## src/rtl/fifo_pkg.sv

```systemverilog
// Shared types for the FIFO word packer: packer state encoding and count-width helper.
package fifo_pkg;

    typedef enum logic {PK_FILL, PK_HOLD} packer_state_t;

    function automatic int count_width(input int words);
        return $clog2(words + 1);
    endfunction

endpackage

```

## src/rtl/fifo_word_packer.sv

```systemverilog
// Pops narrow FIFO entries and packs WORDS of them into one wide word, presented downstream
// with valid/ready; in_flush emits a partially filled word.
//
// state   | meaning
// PK_FILL | collecting entries into the fill registers
// PK_HOLD | packed word presented on out_data, waiting for in_ready
module fifo_word_packer
    import fifo_pkg::*;
#(
    parameter int DATA_BITS = 5,
    parameter int WORDS     = 4
) (
    input  logic                          clk,
    input  logic                          reset,
    input  logic                          in_valid,
    input  logic [DATA_BITS-1:0]          in_data,
    output logic                          out_read,
    input  logic                          in_flush,
    input  logic                          in_ready,
    output logic                          out_valid,
    output logic [DATA_BITS*WORDS-1:0]    out_data,
    output logic [$clog2(WORDS+1)-1:0]    out_count
);

    localparam int CW = count_width(WORDS);

    packer_state_t                        r_state, w_state_nxt;
    logic [CW-1:0]                        r_count, w_count_nxt;
    logic [CW-1:0]                        r_out_count, w_out_count_nxt;
    logic [WORDS-1:0][DATA_BITS-1:0]      r_fill, w_fill_nxt;
    logic [WORDS-1:0][DATA_BITS-1:0]      r_out, w_out_nxt;
    logic [WORDS-1:0][DATA_BITS-1:0]      w_fill_work;
    logic [CW-1:0]                        w_count_work;
    logic                                 w_pop;

    // out_read deliberately ignores in_valid so the FIFO sees a pure ready.
    assign out_read  = (r_state == PK_FILL) || ((r_state == PK_HOLD) && in_ready);
    assign w_pop     = in_valid && out_read;
    assign out_valid = (r_state == PK_HOLD);
    assign out_data  = r_out;
    assign out_count = r_out_count;

    always_comb begin
        w_state_nxt     = r_state;
        w_count_nxt     = r_count;
        w_out_count_nxt = r_out_count;
        w_fill_nxt      = r_fill;
        w_out_nxt       = r_out;
        w_fill_work     = r_fill;
        w_count_work    = r_count;

        case (r_state)
            PK_FILL: begin
                if (w_pop) begin
                    for (int i = 0; i < WORDS; i++) begin
                        if (CW'(i) == r_count) w_fill_work[i] = in_data;
                    end
                    w_count_work = r_count + CW'(1);
                end
                // Flush is evaluated after the same-cycle pop is included.
                if ((w_count_work == CW'(WORDS)) || (in_flush && (w_count_work != '0))) begin
                    w_state_nxt     = PK_HOLD;
                    w_out_nxt       = w_fill_work;
                    w_out_count_nxt = w_count_work;
                    w_fill_nxt      = '0;
                    w_count_nxt     = '0;
                end else begin
                    w_fill_nxt  = w_fill_work;
                    w_count_nxt = w_count_work;
                end
            end
            PK_HOLD: begin
                if (in_ready) begin
                    w_state_nxt     = PK_FILL;
                    w_out_nxt       = '0;
                    w_out_count_nxt = '0;
                    w_fill_nxt      = '0;
                    w_count_nxt     = '0;
                    if (w_pop) begin
                        w_fill_nxt[0] = in_data;
                        w_count_nxt   = CW'(1);
                    end
                end
            end
        endcase
    end

    always_ff @(posedge clk or negedge reset) begin
        if (!reset) begin
            r_state     <= PK_FILL;
            r_count     <= '0;
            r_out_count <= '0;
            r_fill      <= '0;
            r_out       <= '0;
        end else begin
            r_state     <= w_state_nxt;
            r_count     <= w_count_nxt;
            r_out_count <= w_out_count_nxt;
            r_fill      <= w_fill_nxt;
            r_out       <= w_out_nxt;
        end
    end

endmodule

```

## config.mk

```make
export PLATFORM = sky130hd
export DESIGN_NAME = fifo_word_packer
export DESIGN_NICKNAME = d
export VERILOG_FILES = /design/src/rtl/fifo_pkg.sv /design/src/rtl/fifo_word_packer.sv
export SDC_FILE = /design/constraint.sdc
export NUM_CORES = 1
export LEC_CHECK = 0
export ABC_AREA = 1
export CORE_MARGIN = 10
export CORE_UTILIZATION = 30
export CTS_CLUSTER_SIZE = 8
export DETAILED_ROUTE_END_ITERATION = 8
export PLACE_DENSITY = 0.5
export SYNTH_ARGS = -nofsm -noshare
export SYNTH_HDL_FRONTEND = slang
export SYNTH_SLANG_ARGS = --single-unit
export TNS_END_PERCENT = 10
```

## constraint.sdc

```tcl
create_clock -name clk -period 3.58 [get_ports clk]
set_input_delay 0.716 -clock clk [delete_from_list [all_inputs] [get_ports clk]]
set_output_delay 0.716 -clock clk [all_outputs]
set_load 0.02 [all_outputs]
```

==> results summary, run 1 <==
The worst-case IR drop observed on VDD is 0.226 mV. The number of standard cells in the layout, taps in and fillers out is 455. The data arrival time at the worst-slack endpoint came out at 2.15 ns. The later-pin clock latency in the skew report came out at 0.29 ns. The achievable clock frequency came out at 0.349 GHz. The post-route netlist has 5.10% of its cells at a drive strength greater than 1. The post-route antenna net violation count is 0. The clock skew is 0.00925 ns.

The number of synthesized register bits is 47. The clock tree buffer depth is 2. The max-capacitance violation count came out at 0.

The aggregate global routing overflow came out at 0. The tree is rooted in a sky130_fd_sc_hd__clkbuf_8. The combined area of all synthesized cells is 0.00241 mm². The initial antenna violation count was 0. The maximum fanout count along the critical path came out at 15. The sequential area share after synthesis came out at 48.8%. The largest net degree at the start of global routing came out at 48. The floorplan die width is 110 µm. The post-synthesis cell type count is 20. The clock sink total is 47. Counting the buffers created by CTS gives 5. The detailed-route via count came out at 2,041.

The routability congestion estimate came out at 0.777. After clock tree synthesis, the clock-pin slew on the worst setup and hold paths is 0.09 ns. The class of the most critical hold timing path is reg -> reg. The via count of the first global-routing pass is 2,055.

The die area is 0.0120 mm². Global routing used 10.5% of the available tracks. The length of the first detailed-routing pass in iterations is 4. The minimum period implied by the final worst setup slack came out at 2.87 ns. The H-tree was split into 2 levels.

The placeable core region is 0.00777 mm². The number of slew-limit violations in the final report is 0. The estimated wirelength of the detail-placed design came out at 4.38 mm. The leakage power of the design is 0.00155 µW. TritonCTS built the clock tree. The number of standard-cell rows in the floorplan is 32.

In the final routed layout, each cell accounts on average for 13.2 µm. The number of antenna diodes came out at 0. The type of the setup path with the least slack is in -> out. Compared with the post-synthesis result, the final layout area differs by 21.5%. The post-detailed-routing wire length came out at 6.00 mm. The post-cts repair resize count is 0. The number of cells in the design after placement came out at 448. The count of endpoints failing hold in the final timing report is 0. Counting every instance in the synthesized netlist gives 321. The die height came out at 110 µm. After the last flow step, the layout net total stands at 368. The number of placed I/O pins is 35. Setup violations remaining at the end of the flow were counted as 0. At the pin with the least slew margin, the transition time is 1.07 ns.

After synthesis, the mean cell area works out to 7.51 µm². Yosys printed 0 warnings. The run finished with clean final reports. The critical path required time came out at 2.86 ns. The initial core utilization is 31.0%. The via count normalized by instance count is 4.49.

The first-pass GRT wire length came out at 10.3 mm. The count of input and output buffers is 34. The worst slew slack as a fraction of its limit came out at 28.6%. The number of hold buffers added after CTS was 0. The net count after synthesis came out at 336.

The buffer count from post-CTS setup fixing is 0. The final sum of negative setup slack came out at 0 ns. After layout, the worst path uses 80.1% of the clock period. Setup repair after global routing left no endpoint under its margin. The starting DRC count in detailed routing came out at 139.

The worst setup path is captured at a primary output. STA classifies the critical path startpoint as an input port. The number of design rule violations left after detail routing is 0. For this design the ratio of total power to cell area is 721 mW/mm².
## where the power goes
group,internal [µW],switching [µW],total [µW]
Combinational,335,658,993
Clock,205,173,378
Sequential,662,78.7,741
## through the flow
step | utilization (%) | power (µW) | cell area [µm²] | hold slack, ns | setup WS (ns)
finish | 37.7 | 2110 | 2930 | 0.485 | 0.714
global route | 37.7 | 2300 | 2930 | 0.505 | 0.663
CTS | 37.7 | 2150 | 2930 | 0.490 | 0.702
detailed placement | 36.4 | 1760 | 2830 | 0.465 | 0.703
global placement | 36.4 | 1770 | 2830 | 0.461 | 0.717
floorplan | - | 1440 | 2410 | 0.420 | 1.63
## worst max-delay path: stages
cell,delay [ns]
sky130_fd_sc_hd__clkdlybuf4s50_1,0.48
sky130_fd_sc_hd__inv_1,0.05
sky130_fd_sc_hd__nand2_2,0.23
sky130_fd_sc_hd__clkdlybuf4s50_1,0.67
## layout make-up
class	instances	area [µm²]
Multi-Input combinational cell	225	1020
Timing Repair Buffer	37	358
Clock inverter	1	30.0
Inverter	37	139
Tap cell	102	128
Fill cell	845	4840
Clock buffer	6	72.6
Sequential cell	47	1180
## cells in the mapped netlist
cell	number	area share, %
sky130_fd_sc_hd__nand2_1	132	21
sky130_fd_sc_hd__a21oi_1	15	3.1
sky130_fd_sc_hd__o21ai_0	11	2.3
sky130_fd_sc_hd__o21ai_1	1	0.21
sky130_fd_sc_hd__buf_2	2	0.42
sky130_fd_sc_hd__buf_4	2	0.62
sky130_fd_sc_hd__nor3_1	2	0.42
sky130_fd_sc_hd__nand3_1	37	7.7
sky130_fd_sc_hd__buf_6	2	0.93
sky130_fd_sc_hd__nand2_4	1	0.47
sky130_fd_sc_hd__nand3_2	2	0.83
sky130_fd_sc_hd__o32ai_1	1	0.36
sky130_fd_sc_hd__nand3_4	1	0.73
sky130_fd_sc_hd__dfrtp_1	47	49
sky130_fd_sc_hd__clkbuf_1	6	0.93
sky130_fd_sc_hd__nor2_1	12	1.9
sky130_fd_sc_hd__ha_1	5	2.6
sky130_fd_sc_hd__nand2_2	4	1.0
sky130_fd_sc_hd__a211o_1	1	0.36
sky130_fd_sc_hd__inv_1	37	5.8
## sequential cells by signal (all words and copies together), names as in the netlist
| name | cells |
|---|---|
| r_fill | 20 |
| out_data | 20 |
| out_valid | 1 |
| out_count | 3 |
| r_count | 3 |
## layer usage
| layer | vias up | GRT usage [%] | wire length (µm) |
|---|---|---|---|
| li1 | 1059 | - | - |
| met5 | - | 0 | 0 |
| met4 | 0 | 3.35 | 57 |
| met1 | 930 | 14.4 | 2890 |
| met2 | 48 | 16.7 | 2770 |
| met3 | 4 | 1.52 | 291 |
## logic make-up after synthesis
kind of cell,Yosys count,synth area share [%]
AO/OA/AOI/OAI,29,6.33
adder cells (fa/ha/maj),5,2.60
buffers and inverters,49,8.67
flip-flops,47,48.8
AND/OR/NAND/NOR,191,33.6
## path summary, 6_finish.rpt
check                                start           to  slack [ns]  cells after the start
worst max-delay path              in_ready     out_read        0.71                      4
worst min-delay path            r_fill[14]   r_fill[14]        0.48                      2
worst max register to register  r_count[0]  out_data[0]        1.68                      9
worst min register to register  r_fill[14]   r_fill[14]        0.48                      2
max in group asynchronous            reset  out_data[2]        2.31                      1
min in group asynchronous            reset    r_fill[4]        0.61                      1
## cell usage in the layout (no fill, tap or decap)
master and count:
sky130_fd_sc_hd__nand2_1 132, sky130_fd_sc_hd__dfrtp_1 47, sky130_fd_sc_hd__inv_1 37, sky130_fd_sc_hd__nand3_1 37, sky130_fd_sc_hd__clkdlybuf4s50_1 33, sky130_fd_sc_hd__a21oi_1 15, sky130_fd_sc_hd__nor2_1 12, sky130_fd_sc_hd__o21ai_0 11
sky130_fd_sc_hd__ha_1 5, sky130_fd_sc_hd__clkbuf_8 5, sky130_fd_sc_hd__nand2_2 4, sky130_fd_sc_hd__buf_4 3, sky130_fd_sc_hd__nand3_2 2, sky130_fd_sc_hd__nor3_1 2, sky130_fd_sc_hd__nand2_4 1, sky130_fd_sc_hd__nand3_4 1
sky130_fd_sc_hd__o21ai_1 1, sky130_fd_sc_hd__o32ai_1 1, sky130_fd_sc_hd__a211o_1 1, sky130_fd_sc_hd__bufinv_16 1, sky130_fd_sc_hd__clkbuf_1 1, sky130_fd_sc_hd__buf_2 1
No activity file was read; power rests on OpenSTA's default activity.
==> run 2: changes to the inputs <==
Settings changed: PLACE_DENSITY 0.5 to 0.52.
Clock period 3.58 ns to 2.31 ns, I/O delays scaled along.
==> results summary, run 2 (synthesis results as in run 1) <==
The die height came out at 110 µm (unchanged). The clock sink total was 47 (unchanged). The post-detailed-routing wire length came out at 6.16 mm (was 6.00 mm). The data arrival time at the worst-slack endpoint is 1.78 ns (was 2.15 ns). The leakage power of the design came to 0.00158 µW (was 0.00155 µW). The most common library cell in the layout ignoring fill and taps was sky130_fd_sc_hd__nand2_1 (unchanged). The first-pass GRT wire length came out at 10.8 mm (was 10.3 mm). The switching power as a share of total power was 44.3% (was 43.1%). The kind of launch point of the worst setup path is an input port (unchanged). The count of input and output buffers is 34 (unchanged). Series of cell instances along the critical path: clkdlybuf4s50_1, inv_1, nand2_2, clkdlybuf4s50_1 (unchanged). The worst slew slack as a fraction of its limit is 68.1% (was 28.6%).

The pin slew with the least headroom to its limit is 0.478 ns (was 1.07 ns). The clock slew at the register clock pins of the worst setup and hold paths was 0.08 ns (was 0.09 ns). The clock tree buffer depth came out at 2 (unchanged). The slowest cell on the critical path was sky130_fd_sc_hd__clkdlybuf4s50_1 (unchanged). The routability congestion estimate is 0.786 (was 0.777). The area added between synthesis and finish is 23.3% (was 21.5%). The critical path required time is 1.85 ns (was 2.86 ns). The placeable core region came to 0.00777 mm² (unchanged). The power density normalized to cell area came out at 1090 mW/mm² (was 721 mW/mm²).

The minimum period implied by the final worst setup slack came out at 2.24 ns. The final core utilization came out at 38.3% (was 37.7%). The number of placed I/O pins came out at 35 (unchanged).

The initial antenna violation count was 0 (unchanged). The number of antenna diodes is 0 (unchanged). The buffer count from post-CTS setup fixing is 0 (unchanged). The buffering stage count on the worst path with inverters included came out at 3 (unchanged). The cell type with the highest occurrence count on the critical path is sky130_fd_sc_hd__clkdlybuf4s50_1 (unchanged). The number of standard cells in the layout, taps in and fillers out is 463 (was 455). The post-cts hold buffer count is 0 (unchanged).

The initial core utilization is 31.0% (unchanged). The register area is 0.00118 mm² (unchanged). The via count of the first global-routing pass came to 2,104 (was 2,055).

The number of buffers created by CTS came out at 5 (unchanged). The switching power total was 1430 µW (was 909 µW). The final number of setup-violating endpoints is 0 (unchanged). Unrepaired setup endpoints after global routing: no (unchanged). The share of power burned in combinational logic was 49.7% (was 47.0%). The TritonCTS clock tree was built (unchanged). The internal power of the cells was 1800 µW (was 1200 µW). The length of the first detailed-routing pass in iterations is 4 (unchanged). The largest voltage drop on the vdd net came out at 0.291 mV (was 0.226 mV). The final sum of negative setup slack is 0 ns (unchanged). The peak per-stage delay on the critical path came out at 0.64 ns (was 0.67 ns). The number of standard-cell rows in the floorplan came out at 32 (unchanged).

The clock root buffer master is sky130_fd_sc_hd__clkbuf_8 (unchanged). The type of the setup path with the least slack was in -> out (unchanged). The detail-routed net length per standard cell was 13.3 µm (was 13.2 µm). The later-pin clock latency in the skew report is 0.30 ns (was 0.29 ns). The maximum fanout count along the critical path came to 8 (was 15). Outcome: complete, no violations (unchanged). The kind of cell with the highest combined delay on the critical path is buffers and inverters (unchanged). The number of nets in the layout was 375 (was 368). Top library cells by usage in the layout, fill and taps aside: 132 x sky130_fd_sc_hd__nand2_1, 47 x sky130_fd_sc_hd__dfrtp_1, 37 x sky130_fd_sc_hd__inv_1, 37 x sky130_fd_sc_hd__nand3_1, 33 x sky130_fd_sc_hd__clkdlybuf4s50_1 (unchanged).

The clock group share of total power is 14.9% (was 17.9%). The class of the most critical hold timing path was in -> async (was reg -> reg). The detailed-route via count is 2,059 (was 2,041). The estimated wirelength of the detail-placed design is 4.59 mm (was 4.38 mm). Based on the critical path, the design can be clocked at up to 0.447 GHz. The max-capacitance violation count came out at 0 (unchanged). The count of endpoints failing hold in the final timing report came to 0 (unchanged). The starting DRC count in detailed routing is 192 (was 139). The largest net degree at the start of global routing is 29 (was 48). The sequential share of power came out at 35.4% (was 35.1%).

The number of filler cells placed in the layout was 830 (was 845). The die area came out at 0.0120 mm² (unchanged). The proportion of layout cells with a drive suffix above 1 came out at 6.93% (was 5.10%).

The aggregate global routing overflow came out at 0 (unchanged). The element type at the critical path end is a primary output (unchanged). The number of design rule violations left after detail routing was 0 (unchanged). The number of H-tree branching levels is 2 (unchanged).

The area of combinational cells with multiple inputs came to 0.00102 mm² (unchanged). The number of slew-limit violations in the final report is 0 (unchanged). The post-cts repair resize count is 0 (unchanged).

The final worst-path cycle share came out at 96.9%. The number of cells in the design after placement is 455 (was 448). The post-route antenna net violation count came out at 0 (unchanged). The overall fraction of global-route tracks in use came out at 11.1% (was 10.5%). The floorplan die width came out at 110 µm (unchanged). The clock skew is 0.00768 ns (was 0.00925 ns). The via count normalized by instance count came out at 4.45 (was 4.49).
-- run 2: cell count changes in the layout (fill, tap and decap cells not counted), sizes merged --
cell | previous run | this run
clkbuf | 6 | 7
clkinv | 0 | 1
bufinv | 1 | 0
buf | 4 | 11
-- run 2: final cells by class --
class	count	share of cell area (%)
clock buffers	7	2.57
well taps	102	4.29
multi-input cells	225	34.5
flip-flops and latches	47	39.6
repair buffers	44	14.2
clock inverters	1	0.168
inverters	37	4.67
-- run 2: worst reg2reg max path, stage by stage, from the launching register on --
cell and delay (ns):
sky130_fd_sc_hd__dfrtp_1 0.43, sky130_fd_sc_hd__ha_1 0.22, sky130_fd_sc_hd__ha_1 0.28, sky130_fd_sc_hd__nand3_1 0.08, sky130_fd_sc_hd__nand2_1 0.12, sky130_fd_sc_hd__nand3_2 0.11
sky130_fd_sc_hd__nand3_4 0.09, sky130_fd_sc_hd__nand2_2 0.24, sky130_fd_sc_hd__nand2_1 0.16, sky130_fd_sc_hd__nand2_1 0.06
-- run 2: worst paths after layout --
kind                                  from  depth (start not counted)          end  slack [ns]
worst max-delay path              in_ready                          4     out_read        0.07
worst min-delay path                 reset                          1   r_count[0]        0.11
worst max register to register  r_count[0]                          9  out_data[7]        0.42
worst min register to register  r_fill[11]                          2   r_fill[11]        0.49
max in group asynchronous            reset                          2  out_data[8]        1.68
min in group clk                r_fill[11]                          2   r_fill[11]        0.49
-- run 2: through the flow --
stage | cell area [µm²] | hold WS (ns) | setup WS [ns] | total power [µW]
6_report | 2970 | 0.112 | 0.0720 | 3240
3_3_place_gp | 2890 | 0.456 | 0.0748 | 2790
4_1_cts | 2970 | 0.126 | 0.0657 | 3290
5_1_grt | 2970 | 0.144 | 0.00833 | 3540
2_1_floorplan | 2410 | 0.166 | 0.678 | 2240
3_5_place_dp | 2890 | 0.456 | 0.0708 | 2790
-- run 2: power by group through the flow --
stage / Sequential, µW / Clock [µW] / Combinational, µW
after floorplan: 1280 / 0 / 956
after global placement: 1160 / 0 / 1620
after detailed placement: 1160 / 0 / 1620
after CTS: 1150 / 512 / 1630
after global routing: 1180 / 539 / 1820
final: 1150 / 482 / 1610
-- run 2: per-layer routing --
metal	GRT usage, %	part of all wire, %	routed length [µm]
met5	0	0	0
met3	1.99	4.2	261
met2	17.2	45	2800
met4	3.62	1.3	78
met1	15.3	49	3020
==> run 3: changes to the inputs <==
Settings changed: CORE_ASPECT_RATIO set to 0.7, SLEW_MARGIN set to 25.
==> results summary, run 3 (synthesis results as in run 1) <==
Outcome: complete, no violations (unchanged). The initial core utilization came to 30.7% (was 31.0%). The starting DRC count in detailed routing is 159 (was 192).

The kind of launch point of the worst setup path is an input port (unchanged). The maximum fanout count along the critical path is 6 (was 8). The leakage power of the design is 0.00162 µW (was 0.00158 µW).

Top library cells by usage in the layout, fill and taps aside: 132 x sky130_fd_sc_hd__nand2_1, 47 x sky130_fd_sc_hd__dfrtp_1, 37 x sky130_fd_sc_hd__inv_1, 37 x sky130_fd_sc_hd__nand3_1, 33 x sky130_fd_sc_hd__clkdlybuf4s50_1 (unchanged). The peak per-stage delay on the critical path was 0.65 ns (was 0.64 ns). The final number of setup-violating endpoints came out at 0 (unchanged). The area added between synthesis and finish is 27.3% (was 23.3%).

The via count normalized by instance count is 4.59 (was 4.45). The post-cts repair resize count is 0 (unchanged). The clock tree buffer depth is 2 (unchanged). The detail-routed net length per standard cell came out at 14.4 µm (was 13.3 µm). The routability congestion estimate is 0.831 (was 0.786). The number of design rule violations left after detail routing came out at 0 (unchanged). The class of the most critical hold timing path is in -> async (unchanged). The minimum period implied by the final worst setup slack is 2.23 ns (was 2.24 ns). The type of the setup path with the least slack is in -> out (unchanged). The number of buffers created by CTS was 5 (unchanged). The power density normalized to cell area is 1180 mW/mm² (was 1090 mW/mm²).

The die height is 95.0 µm (was 110 µm). The placeable core region was 0.00784 mm² (was 0.00777 mm²). The number of standard-cell rows in the floorplan was 27 (was 32). The first-pass GRT wire length is 11.1 mm (was 10.8 mm). The overall fraction of global-route tracks in use came out at 11.2% (was 11.1%). The cell depth of the worst flop-to-flop path came out at 10 (was 9). The worst slew slack as a fraction of its limit is 58.6% (was 68.1%). The number of slew-limit violations in the final report came out at 0 (unchanged). The total design power came to 3620 µW (was 3240 µW). The data arrival time at the worst-slack endpoint is 1.77 ns (was 1.78 ns). The post-cts hold buffer count is 0 (unchanged).

The buffer count from post-CTS setup fixing is 0 (unchanged). Series of cell instances along the critical path: clkdlybuf4s50_1, inv_1, nand2_2, clkdlybuf4s50_1 (unchanged). The clock root buffer master is sky130_fd_sc_hd__clkbuf_16 (was sky130_fd_sc_hd__clkbuf_8).

The number of placed I/O pins came out at 35 (unchanged). The initial antenna violation count came to 0 (unchanged). The slowest cell on the critical path is sky130_fd_sc_hd__clkdlybuf4s50_1 (unchanged). The max-capacitance violation count is 0 (unchanged).

The count of endpoints failing hold in the final timing report was 0 (unchanged). The estimated wirelength of the detail-placed design came to 4.88 mm (was 4.59 mm). The detailed-route via count came out at 2,134 (was 2,059). The clock skew came out at 0.00224 ns (was 0.00768 ns). The die area was 0.0121 mm² (was 0.0120 mm²). The element type at the critical path end is a primary output (unchanged). The aggregate global routing overflow came to 0 (unchanged). The largest voltage drop on the vdd net came out at 0.404 mV (was 0.291 mV). The most common library cell in the layout ignoring fill and taps is sky130_fd_sc_hd__nand2_1 (unchanged).

The post-route antenna net violation count was 0 (unchanged). The number of H-tree branching levels was 2 (unchanged). Unrepaired setup endpoints after global routing: no (unchanged). The number of nets in the layout came out at 378 (was 375).

The proportion of layout cells with a drive suffix above 1 is 8.24% (was 6.93%). The later-pin clock latency in the skew report came out at 0.28 ns (was 0.30 ns). The floorplan die width was 127 µm (was 110 µm). The pre-CTS worst setup slack is 0.0706 ns (was 0.0708 ns).

The critical path required time came to 1.85 ns (about the same). The cell type with the highest occurrence count on the critical path is sky130_fd_sc_hd__clkdlybuf4s50_1 (unchanged). The count of input and output buffers came out at 34 (unchanged).

The number of standard cells in the layout, taps in and fillers out came out at 465 (was 463). The final worst slack is 0.0768 ns (was 0.0720 ns). The clock sink total is 47 (unchanged). The via count of the first global-routing pass came out at 2,096 (was 2,104). The post-detailed-routing wire length came out at 6.71 mm (was 6.16 mm). The number of cells in the design after placement came out at 457 (was 455). The final sum of negative setup slack was 0 ns (unchanged). The number of antenna diodes came out at 0 (unchanged).

The pin slew with the least headroom to its limit came out at 0.621 ns (was 0.478 ns). The largest net degree at the start of global routing is 48 (was 29). The clock slew at the register clock pins of the worst setup and hold paths came out at 0.07 ns (was 0.08 ns). The length of the first detailed-routing pass in iterations came out at 4 (unchanged). The TritonCTS clock tree is built (unchanged).

The achievable clock frequency was 0.448 GHz (was 0.447 GHz). The final worst-path cycle share was 96.7% (was 96.9%).
## run 3: cell types whose count changed in the layout (fill, tap and decap cells not counted), sizes merged
cell,change
buf,+3
clkbuf,-1
clkinvlp,+1
## run 3: final cells by class
cell class	instances	area (µm²)
clock buffer	6	139
clock inverter	2	16.3
fill	832	4770
inverter	37	139
multi-input combinational	225	1020
sequential	47	1180
tap	101	126
timing repair buffer	47	445
## run 3: worst paths after layout
path / endpoint / slack [ns] / from
max reg2reg: out_data[14] / 0.47 / r_count[0]
min reg2reg: r_fill[11] / 0.48 / r_fill[11]
max: out_read / 0.08 / in_ready
max in group asynchronous: out_count[2] / 1.62 / reset
min in group clk: r_fill[11] / 0.48 / r_fill[11]
min: out_data[0] / 0.27 / reset
## run 3: critical path: cells and delay by family
family	cells	cell delay (ns)
buffers and inverters	3	1.17
AND/OR/NAND/NOR	1	0.13
## run 3: per-stage QoR
step | cell area [µm²] | util [%] | hold slack (ns)
floorplan | 2410 | - | 0.166
global placement | 2910 | 37.1 | 0.461
detailed placement | 2910 | 37.1 | 0.465
CTS | 3070 | 39.1 | 0.306
global route | 3070 | 39.1 | 0.331
finish | 3070 | 39.1 | 0.268
## run 3: power by group
part,internal [µW],switching (µW)
combinational,624,1100
clock,433,316
sequential,1030,122
total,2080,1530
## run 3: metal layers
layer | up-vias | GRT usage, % | share of wire [%]
met5 | - | 0 | 0
met4 | 0 | 3.12 | 1.3
met3 | 8 | 3.64 | 7.2
met2 | 62 | 15.1 | 39
met1 | 978 | 16.5 | 53
li1 | 1086 | - | -
